## config.mk

```make
export PLATFORM = sky130hd
export DESIGN_NAME = uart_rx_edge_bit_sampler_flat
export DESIGN_NICKNAME = d
export VERILOG_FILES = /design/src/rtl/uart_rx_edge_bit_sampler_if.sv /design/src/rtl/uart_rx_edge_bit_sampler.sv /design/src/flat_wrapper.sv
export SDC_FILE = /design/constraint.sdc
export NUM_CORES = 1
export LEC_CHECK = 0
export CAP_MARGIN = 0
export CORE_MARGIN = 1
export CORE_UTILIZATION = 53
export CTS_BUF_LIST = sky130_fd_sc_hd__clkbuf_16
export CTS_CLUSTER_DIAMETER = 150
export DETAILED_ROUTE_END_ITERATION = 12
export GPL_TIMING_DRIVEN = 0
export PLACE_DENSITY = 0.88
export SLEW_MARGIN = 20
export SYNTH_ARGS = -nofsm -noshare
export SYNTH_HDL_FRONTEND = slang
export SYNTH_SLANG_ARGS = --single-unit
```

## constraint.sdc

```tcl
create_clock -name clk -period 2.9 [get_ports clk]
set_input_delay 0.58 -clock clk [delete_from_list [all_inputs] [get_ports clk]]
set_output_delay 0.58 -clock clk [all_outputs]
set_load 0.005 [all_outputs]
```

## src/rtl/uart_rx_edge_bit_sampler_if.sv

```systemverilog
// Signal bundle between the RX control FSM (master) and the edge/bit sampler (slave).
interface uart_rx_edge_bit_sampler_if #(
    parameter int PRESC_W = 6
);
    logic               RX_IN;
    logic               edge_bit_en;
    logic               dat_samp_en;
    logic               par_en;
    logic [PRESC_W-1:0] pre_scale;
    logic [PRESC_W-1:0] edge_cnt;
    logic [3:0]         bit_cnt;
    logic               sampled_bit;
    logic               sample_valid;
    logic               cfg_err;

    modport master (
        output RX_IN, edge_bit_en, dat_samp_en, par_en, pre_scale,
        input  edge_cnt, bit_cnt, sampled_bit, sample_valid, cfg_err
    );

    modport slave (
        input  RX_IN, edge_bit_en, dat_samp_en, par_en, pre_scale,
        output edge_cnt, bit_cnt, sampled_bit, sample_valid, cfg_err
    );
endinterface

```

## src/rtl/uart_rx_edge_bit_sampler.sv

```systemverilog
// UART RX timing front end: oversampling edge/bit counters and 3-sample majority vote.
module uart_rx_edge_bit_sampler #(
    parameter int DATA_BITS = 8,
    parameter int PRESC_W   = 6
) (
    input  logic                    clk,
    input  logic                    rst,
    uart_rx_edge_bit_sampler_if.slave bus
);
    localparam logic [PRESC_W-1:0] P_DEF = PRESC_W'(8);

    logic [PRESC_W-1:0] p_q;
    logic [PRESC_W-1:0] p_last;
    logic [PRESC_W-1:0] mid;
    logic [PRESC_W-1:0] edge_q;
    logic [3:0]         bit_q;
    logic [3:0]         last;
    logic [1:0]         samp_q;
    logic [1:0]         taken_q;
    logic               sbit_q;
    logic               valid_q;
    logic               cfg_err_q;
    logic               legal;
    logic               wrap;
    logic               vote;

    always_comb begin
        legal  = (bus.pre_scale == PRESC_W'(8))  ||
                 (bus.pre_scale == PRESC_W'(16)) ||
                 (bus.pre_scale == PRESC_W'(32));
        p_last = p_q - 1'b1;
        mid    = p_q >> 1;
        last   = 4'(DATA_BITS + 1) + {3'b000, bus.par_en};
        wrap   = (edge_q == p_last);
        // Third sample is the live RX_IN on the vote clock, so only two are stored.
        vote   = (samp_q[1] & samp_q[0]) | (samp_q[1] & bus.RX_IN) |
                 (samp_q[0] & bus.RX_IN);
    end

    always_ff @(posedge clk) begin
        if (rst) begin
            p_q       <= P_DEF;
            cfg_err_q <= 1'b0;
            edge_q    <= '0;
            bit_q     <= '0;
            samp_q    <= '1;
            taken_q   <= '0;
            sbit_q    <= 1'b1;
            valid_q   <= 1'b0;
        end else begin
            valid_q <= 1'b0;

            if (!bus.edge_bit_en) begin
                edge_q <= '0;
                bit_q  <= '0;
                if (legal) begin
                    p_q       <= bus.pre_scale;
                    cfg_err_q <= 1'b0;
                end else begin
                    p_q       <= P_DEF;
                    cfg_err_q <= 1'b1;
                end
            end else if (wrap) begin
                edge_q <= '0;
                if (bit_q < last)
                    bit_q <= bit_q + 1'b1;
            end else begin
                edge_q <= edge_q + 1'b1;
            end

            // taken_q tracks an unbroken run of samples so a gap abandons the vote.
            if (!bus.dat_samp_en) begin
                samp_q  <= '1;
                taken_q <= '0;
            end else if (edge_q == mid - 1'b1) begin
                samp_q  <= {samp_q[0], bus.RX_IN};
                taken_q <= 2'd1;
            end else if (edge_q == mid) begin
                samp_q  <= {samp_q[0], bus.RX_IN};
                taken_q <= (taken_q == 2'd1) ? 2'd2 : 2'd0;
            end else if (edge_q == mid + 1'b1) begin
                samp_q  <= {samp_q[0], bus.RX_IN};
                taken_q <= '0;
                if (taken_q == 2'd2) begin
                    sbit_q  <= vote;
                    valid_q <= 1'b1;
                end
            end
        end
    end

    assign bus.edge_cnt     = edge_q;
    assign bus.bit_cnt      = bit_q;
    assign bus.sampled_bit  = sbit_q;
    assign bus.sample_valid = valid_q;
    assign bus.cfg_err      = cfg_err_q;
endmodule

```

## src/flat_wrapper.sv

```systemverilog
// flat-port wrapper written by rule: the top's interface ports become plain ports
module uart_rx_edge_bit_sampler_flat 
#(
    parameter int DATA_BITS = 8,
    parameter int PRESC_W   = 6
)
  (clk, rst, bus_RX_IN, bus_edge_bit_en, bus_dat_samp_en, bus_par_en, bus_pre_scale, bus_edge_cnt, bus_bit_cnt, bus_sampled_bit, bus_sample_valid, bus_cfg_err);
  uart_rx_edge_bit_sampler_if #(.PRESC_W(PRESC_W)) bus_i ();
  input  logic clk;
  input  logic rst;
  input wire logic [$bits(bus_i.RX_IN)-1:0] bus_RX_IN;
  input wire logic [$bits(bus_i.edge_bit_en)-1:0] bus_edge_bit_en;
  input wire logic [$bits(bus_i.dat_samp_en)-1:0] bus_dat_samp_en;
  input wire logic [$bits(bus_i.par_en)-1:0] bus_par_en;
  input wire logic [$bits(bus_i.pre_scale)-1:0] bus_pre_scale;
  output wire logic [$bits(bus_i.edge_cnt)-1:0] bus_edge_cnt;
  output wire logic [$bits(bus_i.bit_cnt)-1:0] bus_bit_cnt;
  output wire logic [$bits(bus_i.sampled_bit)-1:0] bus_sampled_bit;
  output wire logic [$bits(bus_i.sample_valid)-1:0] bus_sample_valid;
  output wire logic [$bits(bus_i.cfg_err)-1:0] bus_cfg_err;
  assign bus_i.RX_IN = bus_RX_IN;
  assign bus_i.edge_bit_en = bus_edge_bit_en;
  assign bus_i.dat_samp_en = bus_dat_samp_en;
  assign bus_i.par_en = bus_par_en;
  assign bus_i.pre_scale = bus_pre_scale;
  assign bus_edge_cnt = bus_i.edge_cnt;
  assign bus_bit_cnt = bus_i.bit_cnt;
  assign bus_sampled_bit = bus_i.sampled_bit;
  assign bus_sample_valid = bus_i.sample_valid;
  assign bus_cfg_err = bus_i.cfg_err;
  uart_rx_edge_bit_sampler #(.DATA_BITS(DATA_BITS), .PRESC_W(PRESC_W)) u_core (.clk(clk), .rst(rst), .bus(bus_i));
endmodule
```

Yosys cells after proc, flatten, opt, wreduce, memory -nomap -nowiden
Index checks and enable logic that the tools add are counted.
Operators by class
  reductions and logical operators: 11
  mux-type cells: 10
  bitwise gates (word level): 10
  equal/unequal tests: 9
  add/subtract/negate cells: 6
  magnitude comparators: 1
Operators by type and width (count)
  $eq 6x6->1: 3
  $mux 2: 6
  $add 5x1->6 const B: 1
  $add 6x1->6 const B: 1
  $eq 6x4->1 const B: 1
  $eq 6x5->1: 1
  $eq 6x5->1 const B: 1
  $eq 6x6->1 const B: 1
  $mux 6: 1
  $reduce_or 3->1: 2
  $sub 5x1->6 const B: 1
  $sub 6x1->6 const B: 1
  $not 1->1: 5
  $reduce_and 5->1: 1
  $reduce_or 5->1: 1
  $add 4x1->4 const A: 1
  $add 4x1->4 const B: 1
  $lt 4x4->1: 1
  $reduce_or 2->1: 2
  $and 1x1->1: 3
  $mux 1: 3
  $reduce_bool 3->1: 1
  $eq 2x1->1 const B: 1
  $eq 2x2->1 const B: 1
  other kinds (4): 6
Storage, ports and cells
  bits in registers: 23
  output and inout bits: 13
  word-level logic and storage cells: 56
  bits of input ports: 12

Depth between registers and ports, before layout
Gate-level depths: netlist (run 1).
  word-level depth: 5
  depth in mapped cells: 10
  depth with buffers taken out: 8

Least setup slack after synthesis (run 1)
No wires, ideal clock.
  path type: reg-to-reg
  start: reg u_core.p_q[1]
  end: reg u_core.sbit_q (netlist: u_core.bus.sampled_bit)
  data arrival time: 1932 ps
  path buffers: 0
  cell stages (with the launch flop): 8
  setup slack: 906 ps
  clock period less this slack: 1994 ps
  library setup time: 63 ps
  cell sequence: dfxtp_1 > ha_1 > and2b_1 > o21a_1 > o31ai_2 > nand4_2 > or4_1 > nand3b_1
Between the ends
  word-level cells in the longest chain between the ends: 4
  elaborated cells between the ends (all ways): 8
  classes of those cells: add/sub (2); eq/ne (3); bitwise (2); reduce/logical (1)
Ends and longest elaborated chain
  from (decl): RTL line uart_rx_edge_bit_sampler.sv:12  | logic [PRESC_W-1:0] p_q;
  from (signal assigned): RTL line uart_rx_edge_bit_sampler.sv:57  | p_q <= bus.pre_scale;
  $sub 5x1->6: RTL line uart_rx_edge_bit_sampler.sv:75  | end else if (edge_q == mid - 1'b1) begin
  $eq 6x6->1: RTL line uart_rx_edge_bit_sampler.sv:75
  $not 1->1 (no source line)
  $reduce_and 5->1 (no source line) *
  to (signal assigned): RTL line uart_rx_edge_bit_sampler.sv:85  | sbit_q <= vote;
  to (decl): RTL line uart_rx_edge_bit_sampler.sv:20  | logic sbit_q;
Mark *: on every way between the ends. The rest lies on a longest branch, timed or not.
A chain may end at the register's enable or synchronous reset.

Worst setup path in the final report (run 1)
  start: reg u_core.p_q[1]
  end: reg u_core.edge_q[5] (netlist: u_core.bus.edge_cnt[5])
Between the ends
  word-level cells in the longest chain between the ends: 3
Ends and longest elaborated chain
  $sub 6x1->6: RTL line uart_rx_edge_bit_sampler.sv:31  | p_last = p_q - 1'b1;
  $eq 6x6->1: RTL line uart_rx_edge_bit_sampler.sv:34  | wrap = (edge_q == p_last);
  $reduce_or 3->1 (no source line)
  to (signal assigned): RTL line uart_rx_edge_bit_sampler.sv:68  | edge_q <= edge_q + 1'b1;
  to (decl): RTL line uart_rx_edge_bit_sampler.sv:15  | logic [PRESC_W-1:0] edge_q;
Every way passes these cells.

==> reports/summary.txt, run 1 <==
Worst EP arrival: 2.48 ns
largest net degree at the start of global routing: 13
Core Footprint: 2570 sq um
DR vias: 1,341
Post-synth EDFFs: 0
Yosys Warn Count: 0
# DRC: 0
initial antenna violation count: 0
RR Startpoint: u_core.p_q[1]$_SDFFE_PP0N_
synthesis-to-finish area growth: 23.1%
Synthesized Nets: 190
Die Ht: 55.2 um
Hold Path Origin: u_core.taken_q[0]$_SDFFE_PP0P_
Avg Synthesized Cell Area: 8.77 sq um
crit path capture type: register
Leakage Power: 0.000723 uW
vias in the first global route: 1,236
VDD IR max: 372 uV
top_reg_cell synth: dfxtp_1
Worst Hold Class: reg2reg
nets: 218
share of the synthesized area in the top cell type: 0.307
met1 usage: 0.314
setup bufs post-CTS: 0
WL per Instance: 15.6 um
Clock Latency Late Sink: 0.26 ns
Worst EP required: 3.04 ns
# hold bufs at CTS: 0
hold path depth: 2
Synth area leader: dfxtp_1
CTS max path bufs: 2
final antenna-violating net count: 0
max-cap violations: 0
RSZ-0062 raised after global routing: no
CTS root buf: clkbuf_16
Core Rows: 18
first-pass GRT wire length: 5530 um
Clock transition at path regs: 0.06 ns
post-CTS resize count: 0
cts bufs inserted: 3
WHS: 0.493 ns
Crit Path Class: reg2reg
min cycle time layout: 2.34 ns
Area contributors post-synth: dfxtp_1, xnor2_1, ha_1
Post-Syn Instances: 171
Slew Limit Fails: 0
IO Pins: 25
met3 Resource Use GR: 0.0492
#FFs+latches synth: 23
flop2flop setup slack: 0.56 ns
CTS tree: done
Die Width: 55.2 um
register area share after synthesis: 0.307
Initial Util: 0.584
post-synth cell types: 49
status: complete, no violations
drt first pass iters: 4
power per cell area: 366 nW/um^2
I/O Buffers: 23
fill count: 198
GRT overflow: 0
Hold Vio Cnt, Final: 0
GP Congestion: 0.870
clock sink count: 23
DRT iter0 DRCs: 46
Die ar.: 3040 sq um
Post-Route Utilization: 0.719
FF-to-FF End: u_core.bus.edge_cnt[5]$_SDFF_PP0_
antenna cells: 0
total track usage: 0.266
worst-margin pin slew: 0.332 ns
ratio of cells with drive above 1 in the final layout: 0.106
Syn Std Cell Area: 1500 sq um
CP Launch Type: register
Register-to-Register Path Depth: 9
f_max: 427 MHz
busiest grt layer: met2
Clock Skews: 0.00244 ns
dpl hpwl: 2670 um
H-tree levels: 1
vias per inst: 5.88
Critical Path Fanout Max: 8
asr flop ratio synth: 0
Worst Hold End: u_core.taken_q[0]$_SDFFE_PP0P_
WL final: 3560 um
Slew headroom: 0.777
fin crit share: 0.808
Final Setup Violations: 0
met2 Resource Use GR: 0.464
setup TNS: 0 ns
## worst max-delay path, cell delays in order (launching register included)
cell and delay (ns):
dfxtp_1 0.50, inv_1 0.16, ha_1 0.34, xor2_1 0.20, o211ai_1 0.14, a211oi_2 0.27
and3_1 0.22, or2_1 0.11, clkbuf_1 0.21, nor2_1 0.08
## cells in the final DEF (no fill, tap or decap), drive strengths merged, types with 2 or more instances in the layout
master and n:
nor2 23, clkdlybuf4s50 23, dfxtp 23, xnor2 14, inv 12, xor2 8
ha 7, buf 7, nand3 6, and3 6, nand4 6, clkbuf 6
o21ai 5, nor3 4, a21oi 4, mux2i 4, or3 3, o21a 3
a211oi 3, o31ai 3, or2 3, and2b 2, nor3b 2, a31oi 2
nand2b 2, or4 2, a32oi 2
## cell usage after synthesis (all sizes together), types with 3 or more instances
cell type / instances
dfxtp: 23
nor2: 23
xnor2: 14
inv: 11
xor2: 8
buf: 7
ha: 7
and3: 6
nand3: 6
nand4: 6
o21ai: 5
a21oi: 4
mux2i: 4
nor3: 4
a211oi: 3
clkbuf: 3
o21a: 3
o31ai: 3
or2: 3
or3: 3
## routing by layer
metal,share of wire,routed length (um)
met5,0,0
met4,0.031,110
met3,0.052,184
met2,0.50,1790
met1,0.41,1480
## cell type report
class                   count  area (sq um)  area share
repair buffers             23           230       0.125
well taps                  30          37.5      0.0203
inverters                  11          46.3      0.0251
multi-input cells         127           913       0.495
plain buffers              10          78.8      0.0427
flip-flops and latches     23           460       0.249
clock buffers               3          75.1      0.0407
clock inverters             1          3.75     0.00203
## flip-flops by register name, summed over array words and instances, names as in the netlist
register,flops
u_core.p_q,6
u_core.bus.bit_cnt,4
u_core.taken_q,2
u_core.bus.sampled_bit,1
u_core.bus.edge_cnt,6
u_core.samp_q,2
u_core.bus.sample_valid,1
u_core.bus.cfg_err,1
## cell families (layout without fill, tap and decap cells)
logic type      after synthesis  count (layout)  share of synthesized area
simple gates                 64              64                      0.238
compound gates               30              30                      0.148
flops                        23              23                      0.307
xor+xnor                     22              22                      0.139
buf+inv                      21              48                     0.0835
fa+ha+maj                     7               7                     0.0584
mux                           4               4                     0.0267
## power by group
group	internal [uW]	total, uW	switching, uW
clock network	184	299	115
logic	28.7	52.9	24.2
registers	319	323	4.21
total	532	675	143
## metrics by stage
| stage | instance area, sq um | instances | total power [uW] | setup WS [ns] |
|---|---|---|---|---|
| 2_1_floorplan | 1500 | 171 | 353 | 0.906 |
| 3_3_place_gp | 1770 | 224 | 378 | 0.467 |
| 3_5_place_dp | 1770 | 224 | 382 | 0.454 |
| 4_1_cts | 1850 | 228 | 673 | 0.572 |
| 5_1_grt | 1850 | 228 | 694 | 0.448 |
| 6_report | 1850 | 228 | 675 | 0.558 |
## worst max-delay path by stage
stage / start / endpoint / slack, ns / cells past startpoint
floorplan: u_core.p_q[1]$_SDFFE_PP0N_ / u_core.bus.sampled_bit$_SDFFE_PP1P_ / 0.91 / 7
global placement: bus_par_en / u_core.bus.bit_cnt[2]$_SDFFE_PP0P_ / 0.47 / 8
detailed placement: bus_par_en / u_core.bus.bit_cnt[2]$_SDFFE_PP0P_ / 0.45 / 8
CTS: u_core.p_q[1]$_SDFFE_PP0N_ / u_core.bus.edge_cnt[5]$_SDFF_PP0_ / 0.57 / 9
global route: u_core.p_q[1]$_SDFFE_PP0N_ / u_core.bus.edge_cnt[5]$_SDFF_PP0_ / 0.45 / 9
finish: u_core.p_q[1]$_SDFFE_PP0N_ / u_core.bus.edge_cnt[5]$_SDFF_PP0_ / 0.56 / 9
Power figures use the tool's default switching activity.
==> run 2, diff against run 1 <==
--- a/config.mk
+++ b/config.mk
@@ -7,12 +7,12 @@
 export LEC_CHECK = 0
 export CAP_MARGIN = 0
 export CORE_MARGIN = 1
-export CORE_UTILIZATION = 53
+export CORE_UTILIZATION = 47
 export CTS_BUF_LIST = sky130_fd_sc_hd__clkbuf_16
 export CTS_CLUSTER_DIAMETER = 150
 export DETAILED_ROUTE_END_ITERATION = 12
 export GPL_TIMING_DRIVEN = 0
-export PLACE_DENSITY = 0.88
+export PLACE_DENSITY = 0.83
 export SLEW_MARGIN = 20
 export SYNTH_ARGS = -nofsm -noshare
 export SYNTH_HDL_FRONTEND = slang
==> constraint.sdc (replaced) <==
create_clock -name clk -period 2 [get_ports clk]
set_input_delay 0.4 -clock clk [delete_from_list [all_inputs] [get_ports clk]]
set_output_delay 0.4 -clock clk [all_outputs]
set_load 0.005 [all_outputs]
==> reports/summary.txt, run 2 (synthesized netlist as in run 1, its figures left out) <==
status: finished with violations
failing checks: setup timing
Die ar.: 3420 sq um (+12%)
dpl hpwl: 2270 um (-15%)
max-cap violations: 0 (unchanged)
Post-DP Area: 1780 sq um (+0.99%)
met3 Resource Use GR: 0.0330 (-0.0162)
drt first pass iters: 6 (+2)
synthesis-to-finish area growth: 34.8%
met2 Resource Use GR: 0.335 (-0.129)
Slew Limit Fails: 0 (unchanged)
Core Rows: 20 (+2)
Hold Path Origin: u_core.taken_q[0]$_SDFFE_PP0P_
ratio of cells with drive above 1 in the final layout: 0.216 (+0.110)
commonest non-fill, non-tap cells in the layout: nor2_1, clkdlybuf4s50_1, dfxtp_1, xnor2_1, buf_4
vias in the first global route: 1,186 (-4.0%)
met1 usage: 0.270 (-0.0443)
Hold Vio Cnt, Final: 0 (unchanged)
post-route cell area: 2020 sq um (+9.5%)
busiest grt layer: met2
final antenna-violating net count: 0 (unchanged)
cts bufs inserted: 3 (unchanged)
IO Pins: 25 (unchanged)
FF-to-FF End: u_core.bus.bit_cnt[2]$_SDFFE_PP0P_
setup ws final: -0.0532 ns (-0.611 ns)
Worst EP required: 2.19 ns (-0.85 ns)
GP Congestion: 0.845 (-2.9%)
fin crit share: 1.03 (+0.219)
Register-to-Register Path Depth: 8 (-1)
Clock Skews: 0.00480 ns (+0.00236 ns)
I/O Buffers: 23 (unchanged)
total track usage: 0.205 (-0.0607)
f_max: 487 MHz (+14%)
Worst Hold Class: reg2reg
vias per inst: 5.41 (-8.1%)
worst-margin pin slew: 0.367 ns (+0.0350 ns)
Final Setup Violations: 2 (+2)
Worst Setup EP: u_core.bus.bit_cnt[2]$_SDFFE_PP0P_
largest net degree at the start of global routing: 13 (unchanged)
Clock Latency Late Sink: 0.26 ns (about the same)
initial antenna violation count: 0 (unchanged)
Critical Path Fanout Max: 7 (-1)
nets: 224 (+2.8%)
first-pass GRT wire length: 5320 um (-3.7%)
antenna cells: 0 (unchanged)
RR Startpoint: u_core.p_q[1]$_SDFFE_PP0N_
Leakage Power: 0.000784 uW (+8.3%)
Critical Path Start: u_core.p_q[1]$_SDFFE_PP0N_
Core Footprint: 3030 sq um (+18%)
CTS max path bufs: 2 (unchanged)
min cycle time layout: 2.05 ns (-0.289 ns)
RSZ-0062 raised after global routing: yes
CP Launch Type: register
Die Ht: 58.5 um (+6.0%)
Place WS: -0.336 ns (-0.790 ns)
# DRC: 0 (unchanged)
Crit Path Class: reg2reg
DR vias: 1,341 (unchanged)
Slew headroom: 0.755 (-0.0216)
DRT iter0 DRCs: 56 (+22%)
WL per Instance: 14.1 um (-9.9%)
clock sink count: 23 (unchanged)
WL final: 3490 um (-2.0%)
VDD IR max: 425 uV (+14%)
flop2flop setup slack: -0.05 ns (-0.61 ns)
GRT overflow: 0 (unchanged)
CTS tree: done
Clock transition at path regs: 0.06 ns (about the same)
H-tree levels: 1 (unchanged)
crit path capture type: register
Initial Util: 0.495 (-0.0888)
CTS root buf: clkbuf_16
Die Width: 58.5 um (+6.0%)
setup TNS: -0.0609 ns (-0.0609 ns)
Worst EP arrival: 2.24 ns (-0.24 ns)
power per cell area: 483 nW/um^2 (+32%)
[run 2: routing by layer]
layer	wire length, um	vias to the layer above	part of all wire
met5	0	-	0
met4	65	0	0.019
met3	151	8	0.043
met2	1630	39	0.47
met1	1640	634	0.47
li1	-	660	-
[run 2: worst max-delay path, cell delays in order, from the launching register on]
cell	delay, ns
dfxtp_4	0.40
inv_2	0.10
ha_1	0.29
xor2_1	0.18
o211ai_1	0.14
a211oi_2	0.26
nand4_2	0.16
or3_1	0.33
a21oi_1	0.14
[run 2: area by class of cell]
cell class / count / area, sq um
flip-flops and latches: 23 / 467
clock buffers: 3 / 75.1
repair buffers: 30 / 283
well taps: 44 / 55.1
clock inverters: 1 / 3.75
inverters: 11 / 50.0
multi-input cells: 127 / 1010
plain buffers: 9 / 75.1
fillers: 228 / 1010
[run 2: how the worst min path moves through the flow]
stage | end | slack, ns | cells after the start
detailed placement | u_core.taken_q[0]$_SDFFE_PP0P_ | 0.47 | 2
floorplan | u_core.taken_q[0]$_SDFFE_PP0P_ | 0.45 | 2
finish | u_core.taken_q[0]$_SDFFE_PP0P_ | 0.48 | 2
global placement | u_core.taken_q[0]$_SDFFE_PP0P_ | 0.47 | 2
global route | u_core.taken_q[0]$_SDFFE_PP0P_ | 0.51 | 2
CTS | u_core.taken_q[0]$_SDFFE_PP0P_ | 0.48 | 2
[run 2: per-stage QoR]
step	util	hold WS (ns)	power (uW)	std cells
floorplan	-	0.451	512	171
CTS	0.648	0.483	973	246
finish	0.667	0.485	975	248
global placement	0.589	0.465	549	238
detailed placement	0.589	0.473	550	238
global route	0.667	0.513	1010	248
[run 2: what timing repair did]
| action | CTS | global route |
|---|---|---|
| gates resized for setup | 11 | 10 |
| buffers inserted | 5 | 2 |
| hold endpoints to repair | 0 | 0 |
| pin swaps | 6 | 10 |
| hold buffers | 0 | 0 |
| endpoints found under the setup margin | 13 | 13 |
[run 2: power breakdown]
part	internal (uW)	switching [uW]	total, uW
clock network	267	164	431
logic	44.0	33.3	77.3
registers	461	5.73	467
total	772	203	975
==> run 3, diff against run 2 <==
--- a/config.mk
+++ b/config.mk
@@ -5,9 +5,10 @@
 export SDC_FILE = /design/constraint.sdc
 export NUM_CORES = 1
 export LEC_CHECK = 0
+export ABC_AREA = 1
 export CAP_MARGIN = 0
 export CORE_MARGIN = 1
-export CORE_UTILIZATION = 47
+export CORE_UTILIZATION = 48
 export CTS_BUF_LIST = sky130_fd_sc_hd__clkbuf_16
 export CTS_CLUSTER_DIAMETER = 150
 export DETAILED_ROUTE_END_ITERATION = 12
==> constraint.sdc (replaced) <==
create_clock -name clk -period 2 [get_ports clk]
set_input_delay 0.4 -clock clk [delete_from_list [all_inputs] [get_ports clk]]
set_output_delay 0.4 -clock clk [all_outputs]
set_load 0.01 [all_outputs]
==> reports/summary.txt, run 3 <==
status: complete, no violations
max-cap violations: 0 (unchanged)
Syn Std Cell Area: 1620 sq um (+8.0%)
WL final: 3550 um (+1.8%)
# hold bufs at CTS: 0 (unchanged)
fin crit share: 0.944 (-0.0822)
dpl hpwl: 2620 um (+15%)
Avg Synthesized Cell Area: 6.58 sq um (-25%)
Die Width: 60.1 um (+2.7%)
Worst Hold Class: reg2reg
setup TNS: 0 ns (+0.0609 ns)
cts bufs inserted: 3 (unchanged)
I/O Buffers: 23 (unchanged)
VDD IR max: 396 uV (-6.8%)
#FFs+latches synth: 23 (unchanged)
WHS: 0.477 ns (-0.00809 ns)
f_max: 529 MHz (+8.7%)
CP Launch Type: register
GRT overflow: 0 (unchanged)
Hold Vio Cnt, Final: 0 (unchanged)
leading cell types by count after synthesis: nand2_1, inv_1, nor2_1, nand3_1, dfxtp_1
WL per Instance: 11.2 um (-20%)
Core Footprint: 3130 sq um (+3.3%)
clock network power share: 0.416 (-0.026)
CP cell instances: inv_2, ha_1, inv_1, nand2_1, nand2_1, nor2_1, nand2_1, nor2_2, nand3_1, o21bai_1, nand3_1
DR WL met2: 1690 um (+3.8%)
Clock Skews: 0.00146 ns (-0.00335 ns)
Slew Limit Fails: 0 (unchanged)
Clock transition at path regs: 0.06 ns (about the same)
Combinational Power Share: 0.124 (+0.045)
switching share of total power: 0.235 (+0.0263)
Final Setup Violations: 0 (-2)
CTS max path bufs: 2 (unchanged)
post-synth cell types: 37 (-24%)
clock sink count: 23 (unchanged)
H-tree levels: 1 (unchanged)
DR vias: 1,627 (+21%)
CTS tree: done
post-synthesis adder-cell area fraction: 0.0603 (+0.00185)
initial antenna violation count: 0 (unchanged)
total track usage: 0.225 (+0.0206)
cell mode on critical path: nand2_1
share of the synthesized area in the top cell type: 0.284 (-0.0228)
largest family of logic cells by synthesized area: simple AND/OR/NAND/NOR gates
Initial Util: 0.518 (+0.0226)
vias per inst: 5.13 (-5.1%)
xor/xnor share of the synthesized area: 0.0479 (-0.0907)
vias in the first global route: 1,415 (+19%)
first-pass GRT wire length: 6050 um (+14%)
post-CTS resize count: 0 (-11)
Compound-Gate Fraction of Synth Area: 0.0858 (-0.0620)
Synth area leader: dfxtp_1
worst-margin pin slew: 0.369 ns (+0.00262 ns)
Yosys Warn Count: 0 (unchanged)
Die Ht: 60.1 um (+2.7%)
DRT iter0 DRCs: 59 (+5.4%)
Crit Path Class: reg2reg
Slew headroom: 0.752 (-0.00323)
min cycle time layout: 1.89 ns (-0.164 ns)
slowest cell delay on critical path: 0.40 ns (about the same)
Worst EP arrival: 2.02 ns (-0.22 ns)
asr flop ratio synth: 0 (unchanged)
Clock Latency Late Sink: 0.25 ns (about the same)
top_reg_cell synth: dfxtp_1
commonest non-fill, non-tap cell in the layout: nand2_1
Area contributors post-synth: dfxtp_1, nand2_1, nand3_1
commonest non-fill, non-tap cells in the layout: nand2_1, inv_1, nor2_1, nand3_1, clkdlybuf4s50_1
ratio of cells with drive above 1 in the final layout: 0.132 (-0.0838)
post-synthesis mux area share: 0 (-0.0267)
Leakage Power: 0.000874 uW (+11%)
GP Congestion: 0.891 (+5.5%)
synthesis-to-finish area growth: 22.9%
most used standard cell by instance count after synthesis: nand2_1
final antenna-violating net count: 0 (unchanged)
Post-Syn Instances: 246 (+44%)
Critical Path Fanout Max: 8 (+1)
Die ar.: 3610 sq um (+5.5%)
WL met1: 1640 um (+0.12%)
post-route cell area: 1990 sq um (-1.5%)
DR top layer: met4
WL met3: 163 um (+7.9%)
Design Power: 1030 uW (+5.6%)
P_sw: 242 uW (+19%)
Worst path slowest cell: dfxtp_1
crit path capture type: register
Pint: 788 uW (+2.1%)
Buf+Inv Stages, Crit Path: 2 (+1)
CP delay by family, top: simple AND/OR/NAND/NOR gates
power per cell area: 518 nW/um^2 (+7.3%)
Post-DP Area: 1900 sq um (+6.7%)
RSZ-0062 raised after global routing: no
largest net degree at the start of global routing: 13 (unchanged)
sequential share of power: 0.460 (-0.018)
Synthesized Nets: 265 (+39%)
simple-gate portion of the synthesized area: 0.430 (+0.193)
nets: 293 (+31%)
drt first pass iters: 4 (-2)
# DRC: 0 (unchanged)
Worst EP required: 2.14 ns (-0.05 ns)
setup bufs post-CTS: 0 (-5)
Post-Route Utilization: 0.636 (-0.0314)
IO Pins: 25 (unchanged)
Post-synth EDFFs: 0 (unchanged)
antenna cells: 0 (unchanged)
Core Rows: 20 (unchanged)
register area share after synthesis: 0.284 (-0.0228)
CTS root buf: clkbuf_16
## run 3: changes by cell type after synthesis, sizes merged, moves of 5 or more
| cell | delta |
|---|---|
| nand2 | +78 |
| xnor2 | -11 |
| buf | -5 |
| inv | +23 |
| nand3 | +21 |
| nor2 | +10 |
| and3 | -6 |
## run 3: cell families after synthesis
logic type      count (synthesis)
compound gates                 22
xor+xnor                        8
fa+ha+maj                       8
buf+inv                        37
flops                          23
simple gates                  148
## run 3: path summary, 6_finish.rpt
path                                                       from                             endpoint  slack, ns  cells after the start
worst max-delay path                 u_core.p_q[1]$_SDFFE_PP0N_  u_core.bus.sampled_bit$_SDFFE_PP1P_       0.11                     11
worst min-delay path            u_core.bus.cfg_err$_SDFFE_PP0N_      u_core.bus.cfg_err$_SDFFE_PP0N_       0.48                      2
worst max register to register       u_core.p_q[1]$_SDFFE_PP0N_  u_core.bus.sampled_bit$_SDFFE_PP1P_       0.11                     11
worst min register to register  u_core.bus.cfg_err$_SDFFE_PP0N_      u_core.bus.cfg_err$_SDFFE_PP0N_       0.48                      2
## run 3: cell type report
class,count,area (sq um)
fillers,283,1140
multi-input cells,186,1020
flip-flops and latches,23,462
repair buffers,23,230
inverters,34,128
clock buffers,3,75.1
well taps,44,55.1
plain buffers,3,20.0
clock inverters,1,3.75
## run 3: power groups by stage
| stage | combinational (uW) | clock [uW] | sequential (uW) |
|---|---|---|---|
| after global routing | 142 | 452 | 475 |
| after CTS | 128 | 431 | 474 |
| final | 128 | 429 | 474 |
| after detailed placement | 126 | 0 | 484 |
| after floorplan | 80.8 | 0 | 484 |
| after global placement | 125 | 0 | 484 |
## run 3: layer usage
| metal | global-route usage | up-vias |
|---|---|---|
| li1 | - | 835 |
| met1 | 0.283 | 737 |
| met3 | 0.0346 | 9 |
| met5 | 0 | - |
| met2 | 0.386 | 46 |
| met4 | 0.0864 | 0 |
## run 3: through the flow
stage               instances  setup WS, ns
floorplan                 246         0.409
CTS                       317        0.0539
global placement          313        -0.190
global route              317       0.00266
finish                    317         0.111
detailed placement        313        -0.202
## run 3: worst reg2reg max path, cell delays in order, from the launching register on
cell and delay [ns]:
dfxtp_1 0.40, inv_2 0.11, ha_1 0.34, inv_1 0.07, nand2_1 0.06, nand2_1 0.05
nor2_1 0.13, nand2_1 0.08, nor2_2 0.13, nand3_1 0.11, o21bai_1 0.20, nand3_1 0.09
